$ cat src/rtl/pipe_decode.sv
// pipe_decode: pipelined instruction-decode stage.
// Holds an NREG x WIDTH register file with a write-back port. It sign-extends
// the immediate and detects load-use hazards. Decoded operands and controls
// are latched into an ID/EX register that uses valid/ready handshakes on both
// sides.
// Optional macro WB_BYPASS_EN: a same-cycle write-back becomes visible to the
// operand reads (write-through). When the macro is undefined, a read returns
// the pre-write contents.
module pipe_decode #(
  parameter int  WIDTH = 32,
  parameter int  NREG  = 32,
  parameter int  IMM_W = 16,
  localparam int AW    = $clog2(NREG)
) (
  input  logic             clk,
  input  logic             rst,
  input  logic             in_valid,
  output logic             in_ready,
  input  logic [31:0]      instr,
  input  logic             regDst,
  input  logic             regWrite,
  input  logic             memRead,
  input  logic             memToReg,
  input  logic             wb_en,
  input  logic [AW-1:0]    wb_addr,
  input  logic [WIDTH-1:0] wb_data,
  output logic             out_valid,
  input  logic             out_ready,
  output logic [WIDTH-1:0] out_rs_data,
  output logic [WIDTH-1:0] out_rt_data,
  output logic [WIDTH-1:0] out_imm,
  output logic [AW-1:0]    out_dest,
  output logic             out_regWrite,
  output logic             out_memRead,
  output logic             out_memToReg,
  output logic             stall
);

  logic [WIDTH-1:0] regs [NREG];
  logic [AW-1:0]    rs, rt, rd, dest;
  logic [WIDTH-1:0] rs_data, rt_data, imm;
  logic             hz, accept;
  logic             unused_instr;

  // Register-number fields; only the low AW bits of each field address the file.
  assign rs   = instr[21 +: AW];
  assign rt   = instr[16 +: AW];
  assign rd   = instr[11 +: AW];
  assign dest = regDst ? rd : rt;
  assign imm  = {{(WIDTH-IMM_W){instr[IMM_W-1]}}, instr[IMM_W-1:0]};

  // Opcode/funct bits are consumed by the control decoder, not by this stage.
  assign unused_instr = ^instr;

  // Write-back into the register file; register 0 is never written, so it stays 0.
  always_ff @(posedge clk or negedge rst) begin
    if (!rst) begin
      for (int i = 0; i < NREG; i++) regs[i] <= '0;
    end else if (wb_en && (wb_addr != '0)) begin
      regs[wb_addr] <= wb_data;
    end
  end

  // Combinational operand reads, with optional write-through of the write-back port.
  always_comb begin
    rs_data = regs[rs];
    rt_data = regs[rt];
`ifdef WB_BYPASS_EN
    if (wb_en && (wb_addr != '0) && (wb_addr == rs)) rs_data = wb_data;
    if (wb_en && (wb_addr != '0) && (wb_addr == rt)) rt_data = wb_data;
`endif
    if (rs == '0) rs_data = '0;
    if (rt == '0) rt_data = '0;
  end

  // The input is blocked when the load in the ID/EX register feeds this instruction.
  assign hz       = in_valid & out_valid & out_memRead & (out_dest != '0) &
                    ((out_dest == rs) | (out_dest == rt));
  assign stall    = hz;
  assign in_ready = (~out_valid | out_ready) & ~hz;
  assign accept   = in_valid & in_ready;

  // ID/EX register: load on accept, drain to a bubble when consumed, otherwise hold.
  always_ff @(posedge clk or negedge rst) begin
    if (!rst) begin
      out_valid    <= 1'b0;
      out_rs_data  <= '0;
      out_rt_data  <= '0;
      out_imm      <= '0;
      out_dest     <= '0;
      out_regWrite <= 1'b0;
      out_memRead  <= 1'b0;
      out_memToReg <= 1'b0;
    end else if (accept) begin
      out_valid    <= 1'b1;
      out_rs_data  <= rs_data;
      out_rt_data  <= rt_data;
      out_imm      <= imm;
      out_dest     <= dest;
      out_regWrite <= regWrite;
      out_memRead  <= memRead;
      out_memToReg <= memToReg;
    end else if (out_valid && out_ready) begin
      out_valid    <= 1'b0;
    end
  end

endmodule

$ cat config.mk
export PLATFORM = sky130hd
export DESIGN_NAME = pipe_decode
export DESIGN_NICKNAME = d
export VERILOG_FILES = /design/src/rtl/pipe_decode.sv
export SDC_FILE = /design/constraint.sdc
export NUM_CORES = 2
export LEC_CHECK = 0
export CORE_MARGIN = 5
export CORE_UTILIZATION = 46
export CTS_CLUSTER_DIAMETER = 60
export DETAILED_ROUTE_END_ITERATION = 12
export GPL_TIMING_DRIVEN = 0
export HOLD_SLACK_MARGIN = 0.03
export PLACE_DENSITY = 0.72
export SLEW_MARGIN = 20
export SYNTH_ARGS = -nofsm -noshare
export SYNTH_HDL_FRONTEND = slang
export SYNTH_SLANG_ARGS = --single-unit
$ cat constraint.sdc
create_clock -name clk -period 3.35 [get_ports clk]
set_input_delay 0.67 -clock clk [delete_from_list [all_inputs] [get_ports clk]]
set_output_delay 0.67 -clock clk [all_outputs]
set_load 0.005 [all_outputs]
# After elaboration in Yosys (flattened, before gate mapping)
# Index checks and enable logic that the tools add are counted.
dict set report totals {
  reg_bits 1113
  latchBits 0
  ram_bits 0
  rom_bits 0
  inputBits 78
  out_inout_bits 107
  word_cells 81
  mem_count 0
}
dict set report op_classes {
  add_sub_neg 0
  mul 0
  div_mod_pow 0
  magnitude_cmp 4
  n_eq_ne 2
  shifts 0
  mux 14
  bitwise 13
  n_reduce_logical 8
}
# cell n
set op_table {}
lappend op_table {{$bwmux W1024} 1}
lappend op_table {{$bmux W32 S5} 2}
lappend op_table {{$mux W32} 7}
lappend op_table {{$demux W32 S5} 1}
lappend op_table {{$ge A6 B6 Y1 const B} 3}
lappend op_table {{$not A5 Y6} 3}
lappend op_table {{$eq A5 B5 Y1} 2}
lappend op_table {{$logic_not A5 Y1} 2}
lappend op_table {{$reduce_bool A5 Y1} 2}
lappend op_table {{$and A1 B1 Y1} 6}
lappend op_table {{$lt A6 B1 Y1 const B} 1}
lappend op_table {{$mux W5} 1}
lappend op_table {{$logic_and A1 B1 Y1} 3}
lappend op_table {{$mux W1} 2}
lappend op_table {{$not A1 Y1} 2}
lappend op_table {{$or A1 B1 Y1} 2}
lappend op_table {{$reduce_bool A2 Y1} 1}

# Logic depth before layout (Yosys ltp)
dict set report depth {
  word_depth 8
  ltp_mapped 11
  ltp_nobuf 6
}

# Worst setup path after synthesis
# Ideal clock, no wire load.
dict set report synth_timing {
  path_type {input -> register}
  start {in instr[16]}
  end {reg out_rt_data[11]}
  setup_ps 132
  t_arrival_ps 2189
  t_required_ps 3218
  path_slack_ps 1029
  path_stages 8
  cell_sequence {buf_6 buf_6 buf_2 mux4_2 a22oi_1 nand2_1 a21oi_1 o21ai_1}
}
dict set report synth_between {
  elab_chain_cells 6
  elab_cells_between_ends 12
}
# element line
set synth_rtl {}
lappend synth_rtl {{start, declared} 19} ;# input logic [31:0] instr,
lappend synth_rtl {{branches (longest 6 deep; another with $bmux W32 S5)} n/a}
lappend synth_rtl {{end signal, assigned} 97} ;# out_rt_data <= rt_data;
lappend synth_rtl {{end, declared} 30} ;# output logic [WIDTH-1:0] out_rt_data,
# Parallel ways; which one is timed is not known. The select of a mux whose other input is x is not followed.
# A chain may end at the register's enable or synchronous reset.

# Worst setup path in the final report
dict set report layout_timing {
  start {in instr[17]}
  end {reg out_rt_data[31]}
}
# Same word-level chain as after synthesis.

==> results_dict.tcl <==
set metrics [dict create \
    status "finished, violations left" \
    violations "setup timing" \
    finClkSkew_ns 0.0252 \
    chipWidth_um 368 \
    wire_per_inst_um 34.9 \
    required_ns 3.95 \
    ys_ff_latch 1113 \
    first_pass_iters 6 \
    min_path_type "input port to register" \
    period_share_pct 107 \
    hold_slack_ns 0.432 \
    maxSlewViolCount 0 \
    grt_pass1_wl_um 315000 \
    ys_top_cells_by_area "dfrtp_1 (47%), mux2_2 (19%), mux4_2 (11%), mux2i_1 (8.1%), a221oi_1 (2.6%)" \
    seq_area_frac_synth_pct 47.3 \
    synthArstFlopShare_pct 100 \
    synth_top_flop_cell "dfrtp_1" \
    setup_viol 40 \
    yosysWarnings 0 \
    holdPathStages 3 \
    start_kind "input port" \
    area_growth_pct 14.4 \
    p_total_mw 41.1 \
    grt_antenna_before_repair 13 \
    grt_max_degree 142 \
    drive_gt1_share_pct 37.1 \
    syn_inst 4330 \
    min_to "out_dest[0]$_DFFE_PN0P_" \
    maxCapViolCount 0 \
    synth_top_area_share_pct 47.3 \
    initial_utilization_pct 46.2 \
    crit_arrival_ns 4.17 \
    avgSynthCellArea_um2 13.6 \
    rows 131 \
    num_vias 43900 \
    numClockSinks 1113 \
    grt-ovfl-total 0 \
    syn-num-nets 4408 \
    core_mm2 0.127 \
    grt_usage_pct 32.2 \
    dp_hpwl_um 157000 \
    numCtsBuffers 117 \
    route.detailed.drc 0 \
    worst_pin_slew_ns 1.33 \
    final_cells 6411 \
    num-nets-final 4716 \
    stdcell_area_mm2 0.0674 \
    num-fill-cells 10700 \
    syn_area_mm2 0.0589 \
    yosys.area.top_type "dfrtp_1" \
    timing.final.ws_setup_ns -0.219 \
    pin_count 185 \
    fmax_mhz 280 \
    dp_cells 6170 \
    ff2ff_setup_slack_ns 0.23 \
    dieArea_mm2 0.135 \
    drt_iter0_drc 6274 \
    ant_nets 0 \
    ff2ff_path_depth 7 \
    hold_viol 0 \
    maxSlewHeadroom_pct 11.4 \
    hold_path_startpoint "regDst" \
    p_leak_nw 29.8 \
    routed_wl_um 224000 \
    cts_tree "done" \
    clk_latency_ns 0.77 \
    gp_congestion 0.986 \
    fp.dieH_um 368 \
    rsz0062_at_grt "false" \
    vias_per_cell 6.85 \
    vdd_drop_max_v 0.000518 \
    endpoint_kind "register" \
    cts_root_buf "clkbuf_16" \
    reg2reg_from "out_dest[3]$_DFFE_PN0P_" \
    port_buffers 170 \
    cts_htree_levels 3 \
    placed_area_mm2 0.0629 \
    grt_pass1_vias 43900 \
    timing.rr.end "out_dest[2]$_DFFE_PN0P_" \
    powerDensity_mw_per_mm2 610 \
    synth_edf_count 0 \
    min_period_ns 3.57 \
    critical_path_class "input port to register" \
    worstPathMaxFanout 10 \
    synthDistinctLibCells 52 \
    cts.path.max_buffers 3 \
    fin_tns_setup_ns -2.48 \
    path_clk_slew_ns 0.06 \
]
## metrics by stage
step	setup slack, ns	util (%)
2_1_floorplan	1.03	-
3_3_place_gp	-49.18	49.2
3_5_place_dp	-1.33	49.4
4_1_cts	0.00218	52.8
5_1_grt	0.0105	52.9
6_report	-0.219	52.9
## flip-flops by register name, indices dropped and copies added, names as in the netlist
name,count
out_dest,5
out_regWrite,1
regs,1024
out_memRead,1
out_valid,1
out_rs_data,32
out_imm,16
out_memToReg,1
out_rt_data,32
## routing by layer
layer,GRT usage (%),vias up,share of wire (%)
met5,0.463,-,0.13
met4,19.9,14,7.6
met3,13.3,811,14
met2,45.7,3105,42
met1,41.1,22900,37
li1,-,17100,-
## report_power, final
group,total (mW),leakage [nW],internal [mW],switching [mW]
Combinational,8.82,13.5,4.62,4.20
Sequential,18.0,14.3,16.0,2.01
Clock,14.3,2.06,8.38,5.88
## logic make-up after synthesis
logic type | count (synthesis) | synth area share [%]
buffers and inverters | 486 | 4.53
AND/OR/NAND/NOR | 395 | 2.96
AO/OA/AOI/OAI | 570 | 6.99
flip-flops | 1113 | 47.3
XOR/XNOR | 10 | 0.149
multiplexers | 1756 | 38.1
## area by class of cell
type	instances	area, um^2	area share, %
multi-input combinational	2731	28500	42.2
sequential	1113	27900	41.3
clock buffer	164	3440	5.10
buffer	483	2710	4.02
tap	1662	2080	3.09
timing repair buffer	189	2060	3.06
clock inverter	56	743	1.10
antenna	10	25.0	0.0371
inverter	3	11.3	0.0167
## worst max path at each step
stage	end	start	slack, ns	cells after the start
finish	out_rt_data[31]$_DFFE_PN0P_	instr[17]	-0.22	9
global route	out_rt_data[12]$_DFFE_PN0P_	instr[18]	0.01	10
CTS	out_rt_data[13]$_DFFE_PN0P_	instr[18]	0.002	10
detailed placement	out_rt_data[15]$_DFFE_PN0P_	instr[18]	-1.33	10
global placement	regs[835]$_DFFE_PN0P_	rst	-49.18	1
floorplan	out_rt_data[11]$_DFFE_PN0P_	instr[16]	1.03	8
## Yosys cell counts (7+ instances only)
| cell type | n |
|---|---|
| mux2_2 | 992 |
| nand2b_1 | 9 |
| a221o_1 | 30 |
| dfrtp_1 | 1113 |
| mux2i_1 | 476 |
| a211oi_1 | 16 |
| xor2_1 | 10 |
| a22oi_1 | 81 |
| a31oi_1 | 7 |
| o2111ai_1 | 9 |
| buf_1 | 65 |
| clkbuf_1 | 225 |
| or3_1 | 9 |
| o211ai_1 | 7 |
| a221oi_1 | 178 |
| a22o_1 | 9 |
| nand2_1 | 211 |
| buf_4 | 30 |
| nand3b_1 | 10 |
| buf_12 | 9 |
| a21oi_1 | 30 |
| buf_6 | 57 |
| o21ai_1 | 68 |
| o21ai_0 | 112 |
| nor2_1 | 56 |
| buf_2 | 92 |
| a311oi_1 | 9 |
| a31o_1 | 9 |
| nand3_1 | 77 |
| mux4_2 | 288 |
## timing repair
item,in CTS,in global routing
setup endpoints to repair,38,287
pin swaps,1,2
hold buffers,2,0
gates cloned,0,1
resized for setup,33,36
setup buffers,6,2
endpoints found under the hold margin,103,0
## layout by cell type, fill, tap and decap left out, types with 26 or more instances in the layout
cell type and count:
dfrtp_1 1110, mux2_2 992, mux2i_1 476, mux4_2 288, clkbuf_1 220, nand2_1 211, a221oi_1 177, clkdlybuf4s50_1 167
clkbuf_16 121, o21ai_0 111, buf_2 94, a22oi_1 80, nand3_1 77, o21ai_1 69, buf_6 57, nor2_1 55
buf_1 55, buf_4 39, a221o_1 30, clkbuf_8 27, clkbuf_2 26
## worst max-delay path, cell delays in order
cell           delay, ns
dlygate4sd2_1       0.66
nor2b_1             0.21
buf_2               0.37
buf_1               0.91
a221oi_1            0.29
o21ai_0             0.26
nand2_1             0.10
a21oi_1             0.55
o21ai_1             0.11
Note: power is estimated with default switching activity, not from simulation.
